**src/rtl/apu_aout_sched_if.sv**
```systemverilog
// Stereo sample stream from the APU producer into the output scheduler.
interface apu_aout_sched_if #(
    parameter int unsigned W_SAMPLE = 16
);
    logic                in_valid;
    logic                in_ready;
    logic [W_SAMPLE-1:0] in_l;
    logic [W_SAMPLE-1:0] in_r;

    modport master (output in_valid, output in_l, output in_r, input in_ready);
    modport slave  (input in_valid, input in_l, input in_r, output in_ready);
endinterface

```
**src/rtl/apu_aout_sched.sv**
```systemverilog
// Stereo audio output scheduler: sample FIFO, frame-aligned rate pacing and
// offset-binary conversion feeding two sigma-delta PWM modulators.
module apu_aout_sched #(
    parameter int unsigned W_SAMPLE   = 16,
    parameter int unsigned W_PWM      = 4,
    parameter int unsigned FIFO_DEPTH = 4,
    parameter int unsigned W_DIV      = 8,
    localparam int unsigned W_PTR     = $clog2(FIFO_DEPTH),
    localparam int unsigned W_LVL     = W_PTR + 1
) (
    input  logic                clk,
    input  logic                rst_n,
    input  logic                cfg_en,
    input  logic [W_DIV-1:0]    cfg_div,
    input  logic [W_LVL-1:0]    cfg_lowwater,
    input  logic                cfg_flush,
    input  logic                underrun_clr,
    apu_aout_sched_if.slave     in_if,
    output logic [W_SAMPLE-1:0] sdm_l,
    output logic [W_SAMPLE-1:0] sdm_r,
    output logic [W_LVL-1:0]    fifo_level,
    output logic                lowwater,
    output logic                underrun
);

    localparam logic [W_SAMPLE-1:0] MIDSCALE = {1'b1, {(W_SAMPLE-1){1'b0}}};
    localparam logic [W_LVL-1:0]    LVL_FULL = W_LVL'(FIFO_DEPTH);

    logic [W_PWM-1:0]    frame_ctr_q;
    logic                frame_end;
    logic [W_DIV-1:0]    rate_ctr_q, rate_ctr_d;
    logic                tick;

    logic [W_SAMPLE-1:0] mem_l [FIFO_DEPTH];
    logic [W_SAMPLE-1:0] mem_r [FIFO_DEPTH];
    logic [W_PTR-1:0]    wr_ptr_q, wr_ptr_d;
    logic [W_PTR-1:0]    rd_ptr_q, rd_ptr_d;
    logic [W_LVL-1:0]    level_q, level_d;
    logic                fifo_empty;
    logic                push, pop, starve;

    logic [W_SAMPLE-1:0] sdm_l_q, sdm_l_d;
    logic [W_SAMPLE-1:0] sdm_r_q, sdm_r_d;
    logic                underrun_q, underrun_d;

    function automatic logic [W_SAMPLE-1:0] to_offset(input logic [W_SAMPLE-1:0] s);
        return {~s[W_SAMPLE-1], s[W_SAMPLE-2:0]};
    endfunction

    // Shares reset with the modulators, so frame_end lines up with their PWM wrap.
    always_ff @(posedge clk or negedge rst_n) begin
        if (!rst_n) begin
            frame_ctr_q <= '0;
        end else begin
            frame_ctr_q <= frame_ctr_q + W_PWM'(1);
        end
    end

    assign frame_end = &frame_ctr_q;

    always_comb begin
        rate_ctr_d = rate_ctr_q;
        tick       = 1'b0;
        if (frame_end) begin
            if (!cfg_en) begin
                rate_ctr_d = '0;
            end else if (rate_ctr_q == '0) begin
                tick       = 1'b1;
                rate_ctr_d = cfg_div;
            end else begin
                rate_ctr_d = rate_ctr_q - W_DIV'(1);
            end
        end
    end

    assign in_if.in_ready = (level_q < LVL_FULL);
    assign fifo_empty     = (level_q == '0);

    // Flush wins over both ports; a tick colliding with it sees an empty FIFO.
    assign push   = in_if.in_valid && in_if.in_ready && !cfg_flush;
    assign pop    = tick && !fifo_empty && !cfg_flush;
    assign starve = tick && (fifo_empty || cfg_flush);

    always_comb begin
        wr_ptr_d = wr_ptr_q;
        rd_ptr_d = rd_ptr_q;
        level_d  = level_q;
        if (cfg_flush) begin
            wr_ptr_d = '0;
            rd_ptr_d = '0;
            level_d  = '0;
        end else begin
            if (push) begin
                wr_ptr_d = wr_ptr_q + W_PTR'(1);
            end
            if (pop) begin
                rd_ptr_d = rd_ptr_q + W_PTR'(1);
            end
            case ({push, pop})
                2'b10:   level_d = level_q + W_LVL'(1);
                2'b01:   level_d = level_q - W_LVL'(1);
                default: level_d = level_q;
            endcase
        end
    end

    always_ff @(posedge clk) begin
        if (push) begin
            mem_l[wr_ptr_q] <= in_if.in_l;
            mem_r[wr_ptr_q] <= in_if.in_r;
        end
    end

    // Outputs only move on frame_end, so each value spans whole PWM frames.
    always_comb begin
        sdm_l_d = sdm_l_q;
        sdm_r_d = sdm_r_q;
        if (pop) begin
            sdm_l_d = to_offset(mem_l[rd_ptr_q]);
            sdm_r_d = to_offset(mem_r[rd_ptr_q]);
        end else if (frame_end && !cfg_en) begin
            sdm_l_d = MIDSCALE;
            sdm_r_d = MIDSCALE;
        end
    end

    always_comb begin
        underrun_d = underrun_q;
        if (starve) begin
            underrun_d = 1'b1;
        end else if (underrun_clr) begin
            underrun_d = 1'b0;
        end
    end

    always_ff @(posedge clk or negedge rst_n) begin
        if (!rst_n) begin
            rate_ctr_q <= '0;
            wr_ptr_q   <= '0;
            rd_ptr_q   <= '0;
            level_q    <= '0;
            sdm_l_q    <= MIDSCALE;
            sdm_r_q    <= MIDSCALE;
            underrun_q <= 1'b0;
        end else begin
            rate_ctr_q <= rate_ctr_d;
            wr_ptr_q   <= wr_ptr_d;
            rd_ptr_q   <= rd_ptr_d;
            level_q    <= level_d;
            sdm_l_q    <= sdm_l_d;
            sdm_r_q    <= sdm_r_d;
            underrun_q <= underrun_d;
        end
    end

    assign sdm_l      = sdm_l_q;
    assign sdm_r      = sdm_r_q;
    assign fifo_level = level_q;
    assign underrun   = underrun_q;
    assign lowwater   = cfg_en && (level_q <= cfg_lowwater);

endmodule

```
**src/flat_wrapper.sv**
```systemverilog
// flat-port wrapper written by rule: the top's interface ports become plain ports
module apu_aout_sched_flat 
#(
    parameter int unsigned W_SAMPLE   = 16,
    parameter int unsigned W_PWM      = 4,
    parameter int unsigned FIFO_DEPTH = 4,
    parameter int unsigned W_DIV      = 8,
    localparam int unsigned W_PTR     = $clog2(FIFO_DEPTH),
    localparam int unsigned W_LVL     = W_PTR + 1
)
  (clk, rst_n, cfg_en, cfg_div, cfg_lowwater, cfg_flush, underrun_clr, sdm_l, sdm_r, fifo_level, lowwater, underrun, in_if_in_valid, in_if_in_l, in_if_in_r, in_if_in_ready);
  apu_aout_sched_if #(.W_SAMPLE(W_SAMPLE)) in_if_i ();
  input  logic clk;
  input  logic rst_n;
  input  logic cfg_en;
  input  logic [W_DIV-1:0] cfg_div;
  input  logic [W_LVL-1:0] cfg_lowwater;
  input  logic cfg_flush;
  input  logic underrun_clr;
  output logic [W_SAMPLE-1:0] sdm_l;
  output logic [W_SAMPLE-1:0] sdm_r;
  output logic [W_LVL-1:0] fifo_level;
  output logic lowwater;
  output logic underrun;
  input wire logic [$bits(in_if_i.in_valid)-1:0] in_if_in_valid;
  input wire logic [$bits(in_if_i.in_l)-1:0] in_if_in_l;
  input wire logic [$bits(in_if_i.in_r)-1:0] in_if_in_r;
  output wire logic [$bits(in_if_i.in_ready)-1:0] in_if_in_ready;
  assign in_if_i.in_valid = in_if_in_valid;
  assign in_if_i.in_l = in_if_in_l;
  assign in_if_i.in_r = in_if_in_r;
  assign in_if_in_ready = in_if_i.in_ready;
  apu_aout_sched #(.W_SAMPLE(W_SAMPLE), .W_PWM(W_PWM), .FIFO_DEPTH(FIFO_DEPTH), .W_DIV(W_DIV)) u_core (.clk(clk), .rst_n(rst_n), .cfg_en(cfg_en), .cfg_div(cfg_div), .cfg_lowwater(cfg_lowwater), .cfg_flush(cfg_flush), .underrun_clr(underrun_clr), .in_if(in_if_i), .sdm_l(sdm_l), .sdm_r(sdm_r), .fifo_level(fifo_level), .lowwater(lowwater), .underrun(underrun));
endmodule
```
**config.mk**
```make
export PLATFORM = sky130hd
export DESIGN_NAME = apu_aout_sched_flat
export DESIGN_NICKNAME = d
export VERILOG_FILES = /design/src/rtl/apu_aout_sched_if.sv /design/src/rtl/apu_aout_sched.sv /design/src/flat_wrapper.sv
export SDC_FILE = /design/constraint.sdc
export NUM_CORES = 1
export LEC_CHECK = 0
export ABC_CLOCK_PERIOD_IN_PS = 3830
export CORE_ASPECT_RATIO = 1.25
export CORE_MARGIN = 10
export CORE_UTILIZATION = 55
export DETAILED_ROUTE_END_ITERATION = 12
export DONT_BUFFER_PORTS = 1
export GPL_TIMING_DRIVEN = 0
export PLACE_DENSITY = 0.67
export RECOVER_POWER = 25
export SLEW_MARGIN = 5
export SYNTH_ARGS = -nofsm -noshare
export SYNTH_HDL_FRONTEND = slang
export SYNTH_SLANG_ARGS = --single-unit
export TNS_END_PERCENT = 10
```
**constraint.sdc**
```tcl
create_clock -name clk -period 3.83 [get_ports clk]
set_input_delay 0.766 -clock clk [delete_from_list [all_inputs] [get_ports clk]]
set_output_delay 0.766 -clock clk [all_outputs]
set_load 0.01 [all_outputs]
```
; Yosys cells after proc, flatten, opt, wreduce, memory -nomap -nowiden
; Memory sizes are Yosys's and may differ from the RTL's.
; Cells that the tools add are included.
[word_totals]
inputBits = 49
reg_bits = 52
mem_bits_rw = 128
output_inout_bits = 38
n_memories = 2
[classes]
n_bitwise = 2
reduce_logical = 19
n_mux = 18
order_cmp = 2
add_sub_neg = 6
eq_ne = 2
[memory_table]
columns = name, words, width, rd, rd_clocked_by_memory_dff, write_ports, line_no
row1 = u_core.mem_l, 4, 16, 1, 0, 1, apu_aout_sched.sv:34  ; logic [W_SAMPLE-1:0] mem_l [FIFO_DEPTH];
row2 = u_core.mem_r, 4, 16, 1, 0, 1, apu_aout_sched.sv:35  ; logic [W_SAMPLE-1:0] mem_r [FIFO_DEPTH];
[op_table]
columns = op, count
row1 = two-way mux 16 bit, 3
row2 = two-way mux 8 bit, 2
row3 = logical NOT 8 bit, 1
row4 = two-way mux 2 bit, 4
row5 = nonzero test 2 bit, 4
row6 = subtractor 8 x 1 -> 8 bit (second input constant), 1
row7 = logical AND 1 bit, 7
row8 = two-way mux 1 bit, 7
row9 = one-hot mux 3 bit (2 select lines), 1
row10 = adder 2 x 1 -> 2 bit (second input constant), 2
row11 = adder 4 x 1 -> 4 bit (second input constant), 1
row12 = AND reduction 4 bit, 1
row13 = adder 3 x 1 -> 3 bit (second input constant), 1
row14 = <= comparator 3 bit, 1
row15 = logical NOT 1 bit, 3
row16 = logical NOT 3 bit, 1
row17 = < comparator 3 bit (second input constant), 1
row18 = two-way mux 3 bit, 1
row19 = nonzero test 3 bit, 1
row20 = subtractor 3 x 1 -> 3 bit (second input constant), 1
row21 = equality test 2 x 1 -> 1 bit (second input constant), 1
row22 = equality test 2 bit (second input constant), 1
row23 = NOT 1 bit, 2
row24 = logical OR 1 bit, 1

; Longest topological paths before layout
[logic_depth]
word_depth = 9
depth_mapped = 9
mapped_depth_nobuf = 9

; Least setup slack after synthesis
; OpenSTA, ideal clock, no wires.
[synth_timing]
path_type = input port to output port
from = in cfg_lowwater[1]
to = out lowwater
path_stages = 6
arrival_time_ns = 1.630
path_buffers = 0
setup_slack_ns = 1.434
cell_sequence = inv_1 > ha_1 > nor2b_1 > o21a_1 > o21ai_0 > and2_1
[synth_via]
elab_chain_cells = 2
[synth_lines]
columns = item, line_no
row1 = "start, declared", flat_wrapper.sv:17  ; input logic [W_LVL-1:0] cfg_lowwater;
row2 = <= comparator 3 bit, apu_aout_sched.sv:160  ; assign lowwater = cfg_en && (level_q <= cfg_lowwater);
row3 = logical AND 1 bit, apu_aout_sched.sv:160
row4 = "end, declared", flat_wrapper.sv:23  ; output logic lowwater;
; Every way passes these cells.

; Worst setup path after layout
[layout_timing]
from = reg u_core.level_q[1] (netlist: u_core.fifo_level[1])
to = out lowwater
[layout_via]
elab_chain_cells = 2
[layout_lines]
columns = item, line_no
row1 = "start, declared", apu_aout_sched.sv:38  ; logic [W_LVL-1:0] level_q, level_d;
row2 = "start signal, assigned", apu_aout_sched.sv:149  ; level_q <= level_d;
row3 = <= comparator 3 bit, apu_aout_sched.sv:160
row4 = logical AND 1 bit, apu_aout_sched.sv:160
; Every way passes these cells.

==> run_results.csv <==
group,metric,value,unit
status,status,"finished clean",
clock_network,cts_buffer_depth,2,
route,firstDrtPassIters,4,
worst_setup_path,r2r_start,"u_core.rate_ctr_q[0]",
route,ant_nets,0,
sta,slew_headroom,54.8,%
clock_network,post_cts_resized,0,
sta,rsz0062_at_grt,"false",
die,start_util,55.9,%
sta,hold_viol_final,0,
die,die_x,121,µm
job,max-cap-violations,0,
global_routing,gr-max-usage-layer,"met2",
logic_synthesis,synthTopCellsByArea,"edfxtp_1, dfrtp_1, mux4_2",
sta,tightest_slew,678,ps
place,dp_hpwl,9290,µm
clock_network,clkTransAtPathRegs,70,ps
clock_network,cts_post_setup_buffers_inserted,0,
global_routing,gr-usage-met3,6.94,%
global_routing,grt_overflow,0,
clock_network,root_buffer,"clkbuf_16",
worst_setup_path,required,3060,ps
power,p_int,3.30,mW
logic_synthesis,synth_nets,448,
power,switchingPower,0.812,mW
logic_synthesis,ys.flop_type,"edfxtp_1",
power,power_frac_clock,43.4,%
die,ios,87,
power,pwr_density_cell,518,nW/µm²
global_routing,grt_pass1_vias,3792,
logic_synthesis,synth-seq-cells,180,
finish,antenna_cells,0,
worst_setup_path,r2r_setup_slack,1550,ps
global_routing,gr-usage-met1,18.3,%
route,wire_per_inst,23.9,µm
worst_setup_path,path_class,"reg2out",
logic_synthesis,yosys.area_share.xor_xnor,0.746,%
power,combPwrFrac,3.7,%
logic_synthesis,ys_seq_area_share,73.0,%
global_routing,grt_max_degree,53,
place,port_buffers,0,
worst_setup_path,worst-path-stages,5,
logic_synthesis,yosys.cell_types.count,46,
clock_network,postCtsHoldBufs,0,
global_routing,use_met2,27.3,%
power,irDropWorstVdd,379,µV
die,die_h,147,µm
global_routing,antenna_found_initial,0,
logic_synthesis,synth_edf_count,128,
worst_setup_path,endpoint_kind,"output port",
logic_synthesis,muxShareOfSynthArea,10.7,%
clock_network,htreeDepth,4,
worst_setup_path,cp.arrival,1930,ps
power,cellLeakagePower,2.85,nW
logic_synthesis,synth_top_area_cell,"edfxtp_1",
logic_synthesis,yosys.area_share.simple,4.28,%
route,num_vias,3530,
logic_synthesis,async_flop_share,28.9,%
worst_setup_path,cp_max_fo,6,
finish,stdcell_area,7950,µm²
power,power_frac_seq,52.9,%
place,place.gp.congestion,0.805,
logic_synthesis,synth.yosys.warnings,0,
logic_synthesis,synth_top_family_by_area,"multiplexers",
finish,drive_above_1_share,19.6,%
die,core_area,12600,µm²
power,swShare,19.7,%
clock_network,worstSkewPairLatency,430,ps
finish,fillCellCount,889,
worst_setup_path,cpPeakStageDelay,490,ps
sta,fmax,0.371,GHz
logic_synthesis,synth_compound_area_share,7.21,%
die,rows,46,
place,placed_area,7340,µm²
logic_synthesis,synth.top_cell.area_share,54.5,%
sta,finalSetupViolCount,0,
route,routed_wl,14100,µm
logic_synthesis,synth.avg_cell_area,18.2,µm²
worst_setup_path,crit_family,"flip-flops",
sta,fin_crit,2700,ps
sta,fin_crit_sh,70.4,%
logic_synthesis,syn_inst,388,
sta,finalSetupTns,0,ps
worst_setup_path,worstReg2RegEnd,"u_core.fifo_level[1]",
hold_path,hp-class,"in2async",
sta,clock-skew-final,8.29,ps
worst_setup_path,cp-start-kind,"flop",
finish,nets,471,
worst_setup_path,crit_chain,"ha_1 -> nor2b_1 -> o21a_1 -> o21ai_0 -> and2_1",
clock_network,cts_tree,"done",
logic_synthesis,synth_area,7050,µm²
die,dieArea,17800,µm²
global_routing,grt_use_total,16.5,%
worst_setup_path,cp_num_buf_inv,0,
sta,holdWs,30.6,ps
finish,synthToLayoutAreaGrowth,12.7,%
worst_setup_path,crit_slowest_cell,"dfrtp_1",
clock_network,cts.sinks,180,
logic_synthesis,synth_adder_area_share,2.06,%
route,vias_per_cell,5.96,
global_routing,grt_pass1_wl,21900,µm
clock_network,cts_made_buffers,17,
worst_setup_path,reg2reg_depth,8,
route,drtIter0Drc,231,
sta,finalMaxSlewViolations,0,
route,drc,0,
[flip-flops by register name (all words and copies together) (netlist names), 3 cells and up]
register and cells:
u_core.mem_r 64, u_core.mem_l 64, u_core.rate_ctr_q 8, u_core.sdm_l 16, u_core.frame_ctr_q 4, u_core.fifo_level 3
u_core.sdm_r 16
[final cells by class]
type / count / area (µm²) / share of cell area, %
inverter: 16 / 60.1 / 0.756
clock inverter: 9 / 155 / 1.95
timing repair buffer: 4 / 80.1 / 1.01
multi-input combinational: 174 / 1760 / 22.2
buffer: 18 / 81.3 / 1.02
clock buffer: 23 / 448 / 5.64
sequential: 180 / 5150 / 64.8
tap: 168 / 210 / 2.65
[cell usage in the layout, fill, tap and decap left out, drive strengths merged, types with 6 or more instances in the layout]
master and count:
buf 15, clkbuf 30, and2 6, nor2 8, a21oi 14, nand2 9
edfxtp 128, mux4 32, a22o 30, ha 10, inv 16, o21ai 10
dfrtp 50
[worst max-delay path by stage]
stage	startpoint	endpoint
floorplan	cfg_lowwater[1]	lowwater
global placement	cfg_flush	u_core.mem_l[1][9]
detailed placement	cfg_en	u_core.fifo_level[1]
CTS	u_core.fifo_level[1]	lowwater
global route	u_core.fifo_level[1]	lowwater
finish	u_core.fifo_level[1]	lowwater
[Yosys cell counts, drive strengths merged, types with 3 or more instances]
cell / n
buf: 11
edfxtp: 128
a21oi: 14
nand3: 4
nor2: 8
a22oi: 3
inv: 16
xnor2: 5
clkbuf: 7
a22o: 30
o22ai: 4
and2: 6
ha: 10
mux4: 32
nor3: 4
o21ai: 10
dfrtp: 50
nand2: 9
nor2b: 4
[through the flow]
step | setup WS (ps) | power, mW | cells | utilization [%]
after floorplan | 1430 | 2.32 | 388 | -
after global placement | 718 | 2.35 | 556 | 57.6
after detailed placement | 1260 | 2.37 | 560 | 58.3
after CTS | 1140 | 4.14 | 592 | 63.0
after global routing | 1050 | 4.25 | 592 | 63.0
final | 1130 | 4.12 | 592 | 63.0
[routing by layer]
metal | wire (µm) | vias up
li1 | - | 1584
met4 | 262 | 0
met3 | 1160 | 21
met1 | 5390 | 1830
met5 | 0 | -
met2 | 7330 | 95
[cells by family after synthesis]
group           after synthesis
xor+xnor                      6
compound gates               71
buf+inv                      34
flops                       180
fa+ha+maj                    11
mux                          35
simple gates                 51
[power by group through the flow]
stage | combinational [mW] | sequential (mW) | clock (mW)
after floorplan | 0.111 | 2.21 | 0
after global placement | 0.138 | 2.22 | 0
after detailed placement | 0.152 | 2.22 | 0
after CTS | 0.153 | 2.18 | 1.81
after global routing | 0.172 | 2.18 | 1.89
final | 0.153 | 2.18 | 1.78
(Power assumes the default switching activity.)
